===== src/rtl/fetch_redirect_ctrl.sv =====
// Redirect, stall and kill control feeding the fetch stage.
// Optional counters: define REDIRECT_STATS_EN.
module fetch_redirect_ctrl #(
  parameter int PC_W       = 16,
  parameter int REG_W      = 5,
  parameter int SHADOW_CYC = 2,
  parameter int MAX_WAIT   = 64
) (
  input  logic             clk,
  input  logic             reset,
  input  logic             id_valid,
  input  logic             id_is_jmp,
  input  logic [PC_W-1:0]  id_jmp_target,
  input  logic [REG_W-1:0] id_rs1,
  input  logic [REG_W-1:0] id_rs2,
  input  logic             id_uses_rs1,
  input  logic             id_uses_rs2,
  input  logic             ex_valid,
  input  logic             ex_is_load,
  input  logic [REG_W-1:0] ex_rd,
  input  logic             ex_is_branch,
  input  logic             ex_alu_zero,
  input  logic [PC_W-1:0]  ex_branch_target,
  input  logic             mem_busy,
  output logic             jmp,
  output logic [PC_W-1:0]  pc_jmp,
  output logic             stall,
  output logic             branch,
  output logic             alu_zero,
  output logic [PC_W-1:0]  pc_branch,
  output logic             flush_id,
  output logic             flush_ex,
  output logic             err_timeout,
  output logic [15:0]      stat_stall_cycles,
  output logic [15:0]      stat_redirects
);

  localparam int SH_W = 3;
  localparam int WC_W = $clog2(MAX_WAIT + 1);

  localparam logic [0:0] RUN  = 1'b0;
  localparam logic [0:0] WAIT = 1'b1;

  logic [0:0]      fsm_q;
  logic [SH_W-1:0] sh_q;
  logic [WC_W-1:0] wc_q;
  logic            k_id_q;
  logic            k_ex_q;
  logic            err_q;

  logic shadow;
  logic kill_id;
  logic kill_ex;
  logic ex_ok;
  logic id_ok;
  logic br_take;
  logic jp;
  logic lu;
  logic hit_rs1;
  logic hit_rs2;
  logic sel_busy;
  logic sel_br;
  logic sel_jp;
  logic sel_lu;

  // Kill bits only matter inside the shadow window.
  assign shadow  = (sh_q != '0);
  assign kill_id = k_id_q & shadow;
  assign kill_ex = k_ex_q & shadow;

  assign ex_ok = ex_valid & ~kill_ex;
  assign id_ok = id_valid & ~kill_id;

  assign hit_rs1 = id_uses_rs1 & (id_rs1 == ex_rd);
  assign hit_rs2 = id_uses_rs2 & (id_rs2 == ex_rd);

  assign br_take = ex_ok & ex_is_branch & ex_alu_zero;
  assign jp      = id_ok & id_is_jmp;
  assign lu      = ex_ok & ex_is_load
                 & (ex_rd != '0)
                 & id_ok & (hit_rs1 | hit_rs2);

  assign sel_busy = mem_busy;
  assign sel_br   = ~mem_busy & br_take;
  assign sel_jp   = ~mem_busy & ~br_take & jp;
  assign sel_lu   = ~mem_busy & ~br_take
                  & ~jp & lu;

  assign pc_jmp    = id_jmp_target;
  assign pc_branch = ex_branch_target;

  always_comb begin
    jmp      = 1'b0;
    stall    = 1'b0;
    branch   = 1'b0;
    alu_zero = 1'b0;
    flush_id = 1'b0;
    flush_ex = 1'b0;
    if (!reset) begin
      unique case (1'b1)
        sel_busy: begin
          stall = 1'b1;
        end
        sel_br: begin
          branch   = 1'b1;
          alu_zero = 1'b1;
          flush_id = 1'b1;
          flush_ex = 1'b1;
        end
        sel_jp: begin
          jmp      = 1'b1;
          flush_id = 1'b1;
        end
        sel_lu: begin
          stall    = 1'b1;
          flush_ex = 1'b1;
        end
        default: begin
          jmp = 1'b0;
        end
      endcase
    end
  end

  always_ff @(posedge clk) begin
    if (reset) begin
      fsm_q <= RUN;
      wc_q  <= '0;
      err_q <= 1'b0;
    end else if (mem_busy) begin
      fsm_q <= WAIT;
      if (wc_q != WC_W'(MAX_WAIT))
        wc_q <= wc_q + 1'b1;
      if (wc_q >= WC_W'(MAX_WAIT - 1))
        err_q <= 1'b1;
    end else if (fsm_q == WAIT) begin
      fsm_q <= RUN;
      wc_q  <= '0;
    end
  end

  // Shadow and kill state hold still whenever the pipe is frozen.
  always_ff @(posedge clk) begin
    if (reset) begin
      sh_q   <= '0;
      k_id_q <= 1'b0;
      k_ex_q <= 1'b0;
    end else if (!stall) begin
      if (branch) begin
        sh_q   <= SH_W'(SHADOW_CYC);
        k_id_q <= 1'b1;
        k_ex_q <= 1'b1;
      end else if (jmp) begin
        sh_q   <= SH_W'(SHADOW_CYC);
        k_id_q <= 1'b1;
        k_ex_q <= 1'b0;
      end else begin
        if (shadow)
          sh_q <= sh_q - 1'b1;
        k_ex_q <= k_id_q;
        k_id_q <= 1'b0;
      end
    end
  end

  assign err_timeout = err_q & ~reset;

`ifdef REDIRECT_STATS_EN
  logic [15:0] st_stall_q;
  logic [15:0] st_redir_q;

  always_ff @(posedge clk) begin
    if (reset) begin
      st_stall_q <= '0;
      st_redir_q <= '0;
    end else begin
      if (stall && st_stall_q != 16'hFFFF)
        st_stall_q <= st_stall_q + 1'b1;
      if ((branch | jmp) && st_redir_q != 16'hFFFF)
        st_redir_q <= st_redir_q + 1'b1;
    end
  end

  assign stat_stall_cycles = reset ? '0 : st_stall_q;
  assign stat_redirects    = reset ? '0 : st_redir_q;
`else
  assign stat_stall_cycles = '0;
  assign stat_redirects    = '0;
`endif

endmodule


===== config.mk =====
export PLATFORM = sky130hd
export DESIGN_NAME = fetch_redirect_ctrl
export DESIGN_NICKNAME = d
export VERILOG_FILES = /design/src/rtl/fetch_redirect_ctrl.sv
export SDC_FILE = /design/constraint.sdc
export NUM_CORES = 1
export LEC_CHECK = 0
export CAP_MARGIN = 20
export CORE_ASPECT_RATIO = 0.7
export CORE_UTILIZATION = 34
export CTS_CLUSTER_SIZE = 16
export DETAILED_ROUTE_END_ITERATION = 6
export GPL_TIMING_DRIVEN = 0
export PLACE_DENSITY = 0.86
export SLEW_MARGIN = 20
export SYNTH_ARGS = -nofsm -noshare
export SYNTH_HDL_FRONTEND = slang
export SYNTH_SLANG_ARGS = --single-unit

===== constraint.sdc =====
create_clock -name clk -period 4.35 [get_ports clk]
set_input_delay 0.87 -clock clk [delete_from_list [all_inputs] [get_ports clk]]
set_output_delay 0.87 -clock clk [all_outputs]
set_load 0.02 [all_outputs]

# Yosys cells after proc, flatten, opt, wreduce, memory -nomap -nowiden
# Index checks and enable logic that the tools add are counted.
# totals
in_bits	58
out_inout_bits	71
regBits	14
# classes
n_reduce_logical	10
n_addsub	2
n_bitwise	27
n_eq_ne	4
mux	21
magnitude_cmp	1
# ops
cell	n
7-bit two-way mux	3
1-bit AND	19
1-bit two-way mux	15
5-bit == test	2
3-bit two-way mux	3
7-bit by 1-bit adder with 7-bit output, second input constant	1
7-bit by 6-bit greater-or-equal comparator with 1-bit output, second input constant	1
7-bit != test, second input constant	1
1-bit inverter	7
2-bit AND reduction	3
3-bit nonzero test	2
2-bit OR reduction	3
5-bit nonzero test	1
3-bit by 1-bit subtractor with 3-bit output, second input constant	1
2-bit by 1-bit != test with 1-bit output, second input constant	1
2-bit nonzero test	1
1-bit OR	1

# Longest topological paths before layout
# depth
depth_word	15
mapped_depth	8
depth_no_buf	8

# Worst setup path after synthesis
# No wires, ideal clock.
# synth_path
path_kind	input to output
from	in id_is_jmp
to	out flush_ex
path_stages	5
t_arrival_ns	1.855
path_slack_ns	1.625
t_required_ns	3.480
path_cell_list	nand4b_1 > a2111oi_2 > o311a_4 > nand2_4 > nand2_1
# synth_via
elab_chain_cells	7
# synth_rtl
element	line	source
start: declaration	12	input logic id_is_jmp,
1-bit AND	78	assign jp = id_ok & id_is_jmp;
1-bit inverter	87	& ~jp & lu;
1-bit AND (2 in a row)	87	
2-bit OR reduction (no source line)	n/a	
1-bit two-way mux	100	unique case (1'b1)
1-bit two-way mux	99	if (!reset) begin
end: declaration	32	output logic flush_ex,
# Every way passes these cells.

# Worst setup path in the final report
# layout_path
from	in id_is_jmp
to	out stall
# layout_via
elab_chain_cells	7
# layout_rtl
element	line	source
1-bit AND	78	
1-bit inverter	87	
1-bit AND (2 in a row)	87	
2-bit OR reduction (no source line)	n/a	
1-bit two-way mux	100	
1-bit two-way mux	99	
end: declaration	27	output logic stall,
# Every way passes these cells.

==> impl_results.md <==
- Syn-to-layout area delta: 59.3%
- Die Span X: 80.8 um
- First-pass GRT wire length: 5000 um
- Post-CTS Hold Fix Bufs: 0
- Nets@finish: 350
- Worst Skew: 0.000577 ns
- Distinct cells, synth: 39
- Post-place setup slack: 0.575 ns
- Largest net degree at the start of global routing: 11
- Nature of the critical path endpoint: primary output
- Slew Viols, Final: 0
- Hold Path Class: flop to flop
- First DRT Iteration DRCs: 99
- Synthesized area per cell: 7.87 sq um
- Post-DRT Antenna Nets: 0
- Crit path DAT: 2.90 ns
- CTS H-tree depth: 1
- Row Count: 19
- Residual DRC: 0
- Global router's overall resource usage: 13.7%
- Clock share of power: 25.1%
- Post-synth EDFFs: 0
- Synth Instances: 188
- Number of setup buffers added after CTS: 0
- CTS tree: yes
- Cts repair resizes: 0
- IO Port Bufs: 64
- Die Ht: 57.2 um
- Vias per std cell: 4.30
- Setup TNS: 0 ns
- P_int: 0.338 mW
- Worst-path clk slew: 0.06 ns
- Die area: 0.00462 sq mm
- Design area: 0.00236 sq mm
- Max Fanout on Critical Path: 4
- # clock sinks: 14
- Pleak: 1.09 nW
- Type of origin of the critical path: primary input
- Final Setup Violations: 0
- Switching fraction of total power: 32.7%
- Clock buffer depth: 2
- FMAX: 0.265 GHz
- RSZ-0062 raised after global routing: false
- Initial Utilization: 36.6%
- Total Routed Length: 3400 um
- CP required: 3.48 ns
- Avg WL per Cell: 10.0 um
- Final hold violation count: 0
- Final Critical Period: 3.77 ns
- Worst setup margin: 0.576 ns
- Combinational share of power: 46.6%
- Placer congestion estimate: 0.816
- TritonRoute pass-1 iters: 4
- Maximum vdd drop: 0.110 mV
- Worst hold margin: 0.507 ns
- Area occupied by multi-input gates: 786 sq um
- Synthesized area: 0.00148 sq mm
- Seq. cell area: 280 sq um
- Async S/R FF share, synth: 0%
- Core Region: 0.00404 sq mm
- Num CTS Buffers: 3
- Filler cells: 373
- Reg power frac: 28.3%
- # diodes: 0
- Vias in the first global route: 1174
- Dpl hpwl: 2870 um
- Via count: 1457
- Ports: 129
- Layout cells sized above 1: 27.9%
- Worst skew pair latency: 0.25 ns
- Net Switching: 0.164 mW
- Post-DP Area: 0.00230 sq mm
- Part of the Yosys area used for sequential elements: 19.0%
- Synth Register Bits: 14
- Total congestion overflow: 0
- Max-capacitance violation count: 0
- Cell Pwr Density: 213 mW/mm^2
- Initial antenna violation count: 0
- Critical path class: primary input to primary output
- Root Buffer: clkbuf_8
- Primary FF master, synth: dfxtp_1
- Syn. warnings: 0
- Outcome: finished, final reports clean
- Final Cycle Share: 86.8%
## critical path, cell delays in order
cell and delay, ns:
clkdlybuf4s50_1 0.43, nand4b_1 0.20, a2111oi_2 0.32, o311a_4 0.28, nand2_4 0.08, nand2_4 0.11, clkdlybuf4s50_1 0.61
## path summary, 6_finish.rpt
path / cells after the start / slack (ns) / endpoint / start
worst max-delay path: 7 / 0.58 / stall / id_is_jmp
worst min-delay path: 1 / 0.51 / wc_q[6] / wc_q[6]
worst max register to register: 7 / 2.59 / wc_q[1] / wc_q[0]
worst min register to register: 1 / 0.51 / wc_q[6] / wc_q[6]
## through the flow
step                      power (mW)  utilization, %  cells
after CTS                      0.503            58.3    339
after detailed placement       0.377            56.9    335
after global routing           0.529            58.3    339
after global placement         0.372            56.9    335
final                          0.502            58.3    339
after floorplan                0.302               -    219
## state kept, by name (all words and copies together), names as in the netlist
signal and cells:
fsm_q 1, k_ex_q 1, k_id_q 1, sh_q 3
err_q 1, wc_q 7
## cell type report
| cell class | instances | share of cell area [%] |
|---|---|---|
| timing repair buffer | 64 | 27.2 |
| buffer | 68 | 21.2 |
| clock buffer | 4 | 2.34 |
| sequential | 14 | 11.9 |
| inverter | 8 | 1.27 |
| tap | 52 | 2.76 |
| multi-input combinational | 129 | 33.4 |
## routing by layer
| layer | routed length, um | GRT usage (%) | vias up |
|---|---|---|---|
| met5 | 0 | 0 | - |
| met3 | 336 | 3.20 | 6 |
| met1 | 1320 | 16.2 | 648 |
| met4 | 60 | 3.83 | 0 |
| met2 | 1680 | 24.5 | 67 |
| li1 | - | - | 736 |
## power by group through the flow
stage               Clock, mW  Sequential, mW  Combinational [mW]
detailed placement          0           0.145               0.231
global placement            0           0.145               0.227
CTS                     0.128           0.142               0.232
global route            0.136           0.143               0.251
floorplan                   0           0.144               0.159
finish                  0.126           0.142               0.234
## cells in the final DEF, fill, tap and decap left out, types with 2 or more instances in the layout
cell / count
buf_4: 65
clkdlybuf4s50_1: 64
conb_1: 32
nand2_1: 16
dfxtp_1: 14
nor2_1: 12
xnor2_1: 10
inv_1: 7
nand3_1: 7
a21oi_1: 6
o21ai_0: 4
a311oi_1: 4
ha_1: 4
clkbuf_8: 4
nand4_1: 3
clkbuf_1: 3
nor2b_1: 3
nand2_4: 2
a21oi_2: 2
a22oi_1: 2
o311a_1: 2
a21o_1: 2
## cells by family (layout without fill, tap and decap cells)
group | after synthesis | count (layout) | synth area share, %
AOI/OAI and AO/OA | 30 | 30 | 16.2
xor gates and xnor gates | 10 | 10 | 5.92
adders and majority gates | 4 | 4 | 3.38
buffers and inverters | 76 | 144 | 35.8
DFF | 14 | 14 | 19.0
muxes | 1 | 1 | 0.677
other | 1 | 32 | 0.254
and+or+nand+nor | 52 | 52 | 18.8
## synth_stat cells, drive strengths merged (3+ instances only)
master  instances  area share, %
buf            65             33
nand2          18            5.6
dfxtp          14             19
nor2           12            3.0
xnor2          10            5.9
a21oi           8            3.2
inv             7            1.8
nand3           7            2.4
o21ai           5            1.7
a311oi          4            2.4
ha              4            3.4
clkbuf          3           0.76
nand4           3            1.3
nor2b           3            1.3
o311a           3            2.8
Power figures use the tool's default switching activity.
